==> src/rtl/icache_fill_ctrl.sv <==
// Direct-mapped instruction cache with a whole-line refill controller over a valid/ready memory port.
// Optional hit/miss statistics counters are enabled by defining ICACHE_STATS_EN.
module icache_fill_ctrl #(
    parameter int LINES = 16,
    parameter int WORDS = 4
) (
    input  logic        Clk,
    input  logic        Rst,
    input  logic [31:0] PC,
    output logic [31:0] Instruction,
    output logic        iMemError,
    output logic        mem_req,
    output logic [31:0] mem_addr,
    input  logic        mem_ready,
    input  logic [31:0] mem_rdata
`ifdef ICACHE_STATS_EN
    ,
    output logic [31:0] hit_cnt,
    output logic [31:0] miss_cnt
`endif
);

    localparam int OB = $clog2(WORDS);
    localparam int IB = $clog2(LINES);
    localparam int LW = 30 - OB;
    localparam int TB = LW - IB;
    localparam logic [31:0]   NOP       = {6'd63, 26'd0};
    localparam logic [OB-1:0] LAST_WORD = OB'(WORDS - 1);
    localparam logic [OB-1:0] CNT_ONE   = OB'(1);

    typedef enum logic [1:0] {IDLE, FILL, WAIT} state_t;

    state_t state, state_nxt;

    logic [OB-1:0] pc_off;
    logic [IB-1:0] pc_idx;
    logic [TB-1:0] pc_tag;
    logic          unused_pc_bits;

    logic [LINES-1:0] valid;
    logic [TB-1:0]    tag_mem  [LINES];
    logic [31:0]      data_mem [LINES][WORDS];

    // Line being refilled: {tag, index} of the missed address, plus the next word to fetch.
    logic [LW-1:0] fill_line;
    logic [OB-1:0] fill_cnt;
    logic [IB-1:0] fill_idx;
    logic [TB-1:0] fill_tag;

    logic hit, miss, accept, last;

    assign pc_off         = PC[OB+1:2];
    assign pc_idx         = PC[OB+IB+1:OB+2];
    assign pc_tag         = PC[31:OB+IB+2];
    assign unused_pc_bits = ^PC[1:0];

    assign fill_idx = fill_line[IB-1:0];
    assign fill_tag = fill_line[LW-1:IB];
    assign mem_addr = {fill_line, fill_cnt, 2'b00};

    assign accept = mem_req && mem_ready;
    assign last   = accept && (fill_cnt == LAST_WORD);

    always_ff @(posedge Clk or posedge Rst) begin
        if (Rst) state <= IDLE;
        else     state <= state_nxt;
    end

    always_comb begin
        state_nxt   = state;
        hit         = 1'b0;
        miss        = 1'b0;
        Instruction = NOP;
        iMemError   = 1'b1;
        case (state)
            IDLE: begin
                hit  = valid[pc_idx] && (tag_mem[pc_idx] == pc_tag);
                miss = !hit;
                if (hit) begin
                    Instruction = data_mem[pc_idx][pc_off];
                    iMemError   = 1'b0;
                end else begin
                    state_nxt = FILL;
                end
            end
            FILL:    if (last) state_nxt = WAIT;
            WAIT:    state_nxt = IDLE;
            default: state_nxt = IDLE;
        endcase
    end

    // Control state: only this is cleared by reset; an interrupted line never becomes valid.
    always_ff @(posedge Clk or posedge Rst) begin
        if (Rst) begin
            valid     <= '0;
            mem_req   <= 1'b0;
            fill_line <= '0;
            fill_cnt  <= '0;
        end else begin
            if (miss) begin
                mem_req   <= 1'b1;
                fill_line <= PC[31:OB+2];
                fill_cnt  <= '0;
            end
            if (accept) begin
                fill_cnt <= fill_cnt + CNT_ONE;
                if (last) begin
                    mem_req         <= 1'b0;
                    valid[fill_idx] <= 1'b1;
                end
            end
        end
    end

    always_ff @(posedge Clk) begin
        if (accept) data_mem[fill_idx][fill_cnt] <= mem_rdata;
        if (last)   tag_mem[fill_idx]            <= fill_tag;
    end

`ifdef ICACHE_STATS_EN
    // Misses are counted on the IDLE->FILL transition, not per stalled cycle.
    always_ff @(posedge Clk or posedge Rst) begin
        if (Rst) begin
            hit_cnt  <= '0;
            miss_cnt <= '0;
        end else begin
            if (hit)  hit_cnt  <= hit_cnt + 32'd1;
            if (miss) miss_cnt <= miss_cnt + 32'd1;
        end
    end
`endif

endmodule

==> config.mk <==
export PLATFORM = sky130hd
export DESIGN_NAME = icache_fill_ctrl
export DESIGN_NICKNAME = d
export VERILOG_FILES = /design/src/rtl/icache_fill_ctrl.sv
export SDC_FILE = /design/constraint.sdc
export NUM_CORES = 2
export LEC_CHECK = 0
export ABC_AREA = 1
export CELL_PAD_IN_SITES_DETAIL_PLACEMENT = 1
export CELL_PAD_IN_SITES_GLOBAL_PLACEMENT = 2
export CORE_MARGIN = 2
export CORE_UTILIZATION = 45
export CTS_CLUSTER_SIZE = 14
export DETAILED_ROUTE_END_ITERATION = 8
export GPL_TIMING_DRIVEN = 0
export PLACE_DENSITY = 0.89
export REMOVE_ABC_BUFFERS = 1
export SLEW_MARGIN = 10
export SYNTH_ARGS = -nofsm -noshare
export SYNTH_HDL_FRONTEND = slang
export SYNTH_SLANG_ARGS = --single-unit
==> constraint.sdc <==
create_clock -name Clk -period 4.25 [get_ports Clk]
set_input_delay 0.85 -clock Clk [delete_from_list [all_inputs] [get_ports Clk]]
set_output_delay 0.85 -clock Clk [all_outputs]
set_load 0.01 [all_outputs]
# ---- Yosys cells after proc, flatten, opt, wreduce, memory -nomap -nowiden
# Memories as Yosys holds them, arrays and structs flattened.
# Index checks and enable logic that the tools add are counted.
dict set report op_classes {
  magnitude_cmp 6
  n_eq_ne 5
  reduce_logical 10
  bitwise 3
  addsub 1
  muxes 26
}
# op count
set op_table {}
lappend op_table {{2-to-1 mux 32 bit} 5}
lappend op_table {{2-to-1 mux 128 bit} 1}
lappend op_table {{binary-select mux 32 bit (select 2 bit)} 1}
lappend op_table {{demux 32 bit (select 2 bit)} 1}
lappend op_table {{equality test 24 bit} 1}
lappend op_table {{bitwise OR 16 bit} 1}
lappend op_table {{2-to-1 mux 1 bit} 11}
lappend op_table {{less-than comparator 4 x 5 -> 1 bit (second input constant)} 2}
lappend op_table {{2-to-1 mux 2 bit} 4}
lappend op_table {{>= comparator 3 bit (second input constant)} 2}
lappend op_table {{inverter 2 -> 3 bit} 2}
lappend op_table {{logical AND 1 bit} 5}
lappend op_table {{binary-select mux 1 bit (select 4 bit)} 1}
lappend op_table {{demux 1 bit (select 4 bit)} 1}
lappend op_table {{>= comparator 4 x 1 -> 1 bit (second input constant)} 1}
lappend op_table {{inequality test 2 bit (second input constant)} 2}
lappend op_table {{one-hot mux 2 bit (2 select lines)} 1}
lappend op_table {{AND reduction 2 bit} 2}
lappend op_table {{less-than comparator 3 x 1 -> 1 bit (second input constant)} 1}
lappend op_table {{adder 2 x 1 -> 2 bit (second input constant)} 1}
lappend op_table {{equality test 2 x 1 -> 1 bit (second input constant)} 1}
lappend op_table {{equality test 2 bit (second input constant)} 1}
lappend op_table {{zero test 2 bit} 1}
lappend op_table {{nonzero test 2 bit} 1}
lappend op_table {{zero test 1 bit} 1}
dict set report totals {
  n_memories 2
  ramBits 2432
  ff_bits 49
  elab_cells 58
  output_inout_bits 66
}
# name words word_bits read_ports rd_ports_with_merged_regs write_ports line_no
set mem_list {}
lappend mem_list {data_mem 16 128 1 0 1 42} ;# logic [31:0] data_mem [LINES][WORDS];
lappend mem_list {tag_mem 16 24 1 0 1 41} ;# logic [TB-1:0] tag_mem [LINES];

# ---- Logic depth before layout (Yosys ltp)
dict set report logic_depth {
  ltp_word 8
  mapped_depth 19
  ltp_nobuf 16
}

# ---- Least setup slack after synthesis
# No wires, ideal clock.
dict set report synth_path {
  path_kind {input to register}
  from {in mem_ready}
  to {mem data_mem[12][0] in the netlist's numbering, enable pin}
  arrival_time_ns 3.778
  stages 5
  setup_ns 0.471
  setup_slack_ns 0.001
  path_cell_list {nand2_1 inv_1 nand2_1 clkbuf_1 nor2_1}
}
dict set report synth_between {
  elab_chain_cells 3
}
# item line_no
set synth_lines {}
lappend synth_lines {{from (decl)} 14} ;# input logic mem_ready,
lappend synth_lines {{logical AND 1 bit} 61} ;# assign accept = mem_req && mem_ready;
lappend synth_lines {{2-to-1 mux 1 bit} 116} ;# if (accept) data_mem[fill_idx][fill_cnt] <= mem_rdata;
lappend synth_lines {{2-to-1 mux 128 bit (not written as such)} 116}
lappend synth_lines {{to (decl)} 42}
# Every way passes these cells.

# ---- Worst setup path in the final report
dict set report layout_path {
  from {in PC[5]}
  to {out Instruction[19]}
}
dict set report layout_between {
  elab_chain_cells 6
  elab_cells_between_ends 11
  classes_between {1 x eq/ne; 7 x mux; 1 x reduce/logical; 2 x memory}
}
# item line_no
set layout_lines {}
lappend layout_lines {{from (decl)} 9} ;# input logic [31:0] PC,
lappend layout_lines {{memory (16 x 128 bit)} -}
lappend layout_lines {{binary-select mux 32 bit (select 2 bit)} 80} ;# Instruction = data_mem[pc_idx][pc_off];
lappend layout_lines {{2-to-1 mux 32 bit (not written as such) (2 in series)} 80}
lappend layout_lines {{2-to-1 mux 32 bit (*)} 79} ;# if (hit) begin
lappend layout_lines {{2-to-1 mux 32 bit (*)} 75} ;# case (state)
lappend layout_lines {{to (decl)} 10} ;# output logic [31:0] Instruction,
# Mark *: on every way between the ends. The rest lies on a longest branch, timed or not. The select of a mux whose other input is x is not followed.

==> out/metrics.cfg <==
[clocking]
cts_sinks = 2481
cts_tree = done
path_clk_slew_ns = 0.06
clockBufferDepth = 4
cts_root_buffer = clkbuf_16
htreeDepth = 5
numCtsBuffers = 277
insertion_delay_ns = 0.99

[floorplanning]
num_rows = 171
fp.dieW_um = 471
initial_core_util_pct = 45.3
die_h_um = 471
dieArea_um2 = 222000
ioPinCount = 133
core_area_um2 = 217000

[sta]
clock_skew_ns = 0.0819
worst_slack_ns = -0.671
max-slew-margin-rel_pct = 21.2
finalSetupViolations = 33
hold_viol = 0
finalSetupTns_ns = -15.25
max_freq_ghz = 0.203
tightest_slew_ns = 1.18
maxSlewViolCount = 0
rsz0062_at_grt = true
post-route-period-util_pct = 116
timing.hold.ws_ns = 0.206
fin_crit_ns = 4.92

[place]
dp.cells = 10100
pre_cts_slack_ns = -3.49
portBuffers = 128
post_dp_cell_area_um2 = 106000
dp.final_hpwl_um = 189000
gp_congestion = 0.776

[yosys]
avgSynthCellArea_um2 = 13.2
syn_area_um2 = 98300
yosys_register_bits = 2481
ys_seq_area_share_pct = 75.5
synthCells = 7469
yosys_warnings = 0
synth_cell_type_count = 32

[power_and_ir_drop]
total_power_mw = 58.3
peakVddDrop_mv = 0.515
leakage_nw = 39.7
p_per_area_nw_per_um2 = 494

[flow_run]
cap_violations = 0

[worst_setup_path]
crit_fanout = 104
startpoint = PC[5]
crit_top_cell = buf_16
crit_family = compound AO/OA/AOI/OAI gates
crit_type = input port to output port
cp_data_required_time_ns = 3.40
crit_chain = buf_16, buf_16, buf_16, a21oi_1, a221oi_1, nor3_1, a211oi_2, o21ai_4, nor2_1, buf_2
start_kind = input port
cpPeakStageDelay_ns = 0.79
ff2ff_path_depth = 7
r2r-end = tag_mem[2][8]$_DFFE_PP_
reg2reg_slack_ns = 0.30
cpMaxStageDelayCell = a211oi_2
crit_arrival_ns = 4.07
cp-end-kind = output port
crit_buf_inv = 4
r2r_start = mem_req$_DFF_PP0_

[routing]
via_per_inst = 6.69
vias = 71800
finalWirelength_um = 384000
drt_first_iter_violations = 11100
wl_per_cell_um = 35.8
post-route-drc-count = 0
first_pass_iters = 8
final_antenna_net_count = 0

[run_status]
violations = setup timing
outcome = finished, violations left

[grt]
overflow = 0
grt_pass1_vias = 73800
antenna_found_initial = 31
grt_use_total_pct = 32.8
grt_max_degree = 157
grt_pass1_wl_um = 526000

[layout]
fin_cells = 10700
syn_to_final_growth_pct = 19.9
utilization_pct = 54.3
fillCellCount = 20600
nets = 7732
stdcell_area_um2 = 118000
layout-drive-gt1-share_pct = 12.7

[hold_path]
hp-class = input port to asynchronous set/reset pin

state kept, by name, indices dropped and copies added, names as in the netlist:
| name | flops |
|---|---|
| tag_mem | 384 |
| fill_line | 28 |
| state | 2 |
| data_mem | 2048 |
| mem_req | 1 |
| valid | 16 |
| fill_cnt | 2 |
metal layers:
| layer | share of wire [%] | GRT usage (%) |
|---|---|---|
| met5 | 0.043 | 0 |
| met2 | 46 | 51.7 |
| met1 | 34 | 40.5 |
| met3 | 12 | 7.59 |
| met4 | 7.5 | 21.7 |
worst max-delay path by stage:
stage	end	cells after the start
after floorplan	Instruction[26]	11
after global placement	Instruction[20]	14
after detailed placement	Instruction[26]	19
after CTS	Instruction[21]	22
after global routing	Instruction[7]	18
final	Instruction[19]	10
layout by cell type (no fill, tap or decap), drive strengths merged:
| cell | n |
|---|---|
| inv | 133 |
| a21oi | 441 |
| buf | 328 |
| a221o | 61 |
| a31oi | 1 |
| o22ai | 115 |
| and3 | 1 |
| diode | 17 |
| clkinvlp | 2 |
| nand3b | 27 |
| nand3 | 299 |
| bufinv | 17 |
| a211oi | 26 |
| nor2 | 842 |
| or2 | 21 |
| o21ai | 774 |
| clkinv | 99 |
| bufbuf | 44 |
| o221ai | 208 |
| nand2 | 1242 |
| nand4 | 1 |
| clkdlybuf4s15 | 1 |
| nor3 | 53 |
| dfrtp | 49 |
| conb | 2 |
| clkbuf | 371 |
| o211ai | 57 |
| ha | 4 |
| clkdlybuf4s50 | 57 |
| a221oi | 147 |
| edfxtp | 2432 |
logic make-up after synthesis:
family                   synth area share [%]
AND/OR/NAND/NOR                          10.1
other                                 0.00381
flip-flops                               75.5
AO/OA/AOI/OAI                            11.3
buffers and inverters                    2.99
adder cells (fa/ha/maj)                0.0509
cell type report:
type	count	area [µm²]	share of cell area [%]
inverter	122	547	0.464
timing repair inverter	9	103	0.0870
timing repair buffer	448	8490	7.20
tap	2854	3570	3.03
clock buffer	353	7390	6.27
clock inverter	120	1030	0.871
antenna	17	42.5	0.0361
sequential	2481	74300	63.0
multi-input combinational	4322	22500	19.1
worst register-to-register path, delay by kind of cell, from the launching register on:
| kind | cells | cell delay, ns |
|---|---|---|
| buffers and inverters | 4 | 1.01 |
| AND/OR/NAND/NOR | 3 | 2.00 |
| flip-flops | 1 | 0.59 |
report_power, final:
group	internal [mW]	leakage, nW	switching (mW)
logic	1.69	13.0	4.24
clock network	13.3	4.13	10.1
registers	28.2	22.5	0.782
synth_stat cells:
master	number	area share (%)
clkbuf_1	283	1.1
buf_2	194	0.99
nor2_1	842	3.2
edfxtp_1	2432	74
buf_4	27	0.21
conb_1	1	0.0038
nor3_1	53	0.27
nand4_1	1	0.0064
or2_1	7	0.045
dfrtp_1	49	1.2
nand2_1	1242	4.7
o21ai_0	702	3.6
buf_6	12	0.14
nand3b_1	27	0.21
o221ai_1	208	1.9
a221oi_1	147	1.3
or2_2	12	0.076
inv_1	117	0.45
o22ai_1	115	0.73
and3_1	1	0.0064
a31oi_1	1	0.0064
nand3_1	299	1.5
clkinv_1	2	0.0076
inv_2	3	0.011
a211oi_1	26	0.20
buf_1	29	0.11
a221o_1	61	0.62
o21ai_1	72	0.37
o211ai_1	57	0.44
a21oi_1	441	2.2
or2_0	2	0.013
ha_1	4	0.051
timing repair:
action                                  in CTS  in global routing
buffers inserted                            37                 18
endpoints found under the setup margin      65                 33
hold buffers                                 0                  0
pin swaps                                   29                 51
resized for setup                          275                148
hold endpoints to repair                     0                  0
gates cloned                                68                 17
Note: power is estimated with default switching activity, not from simulation.
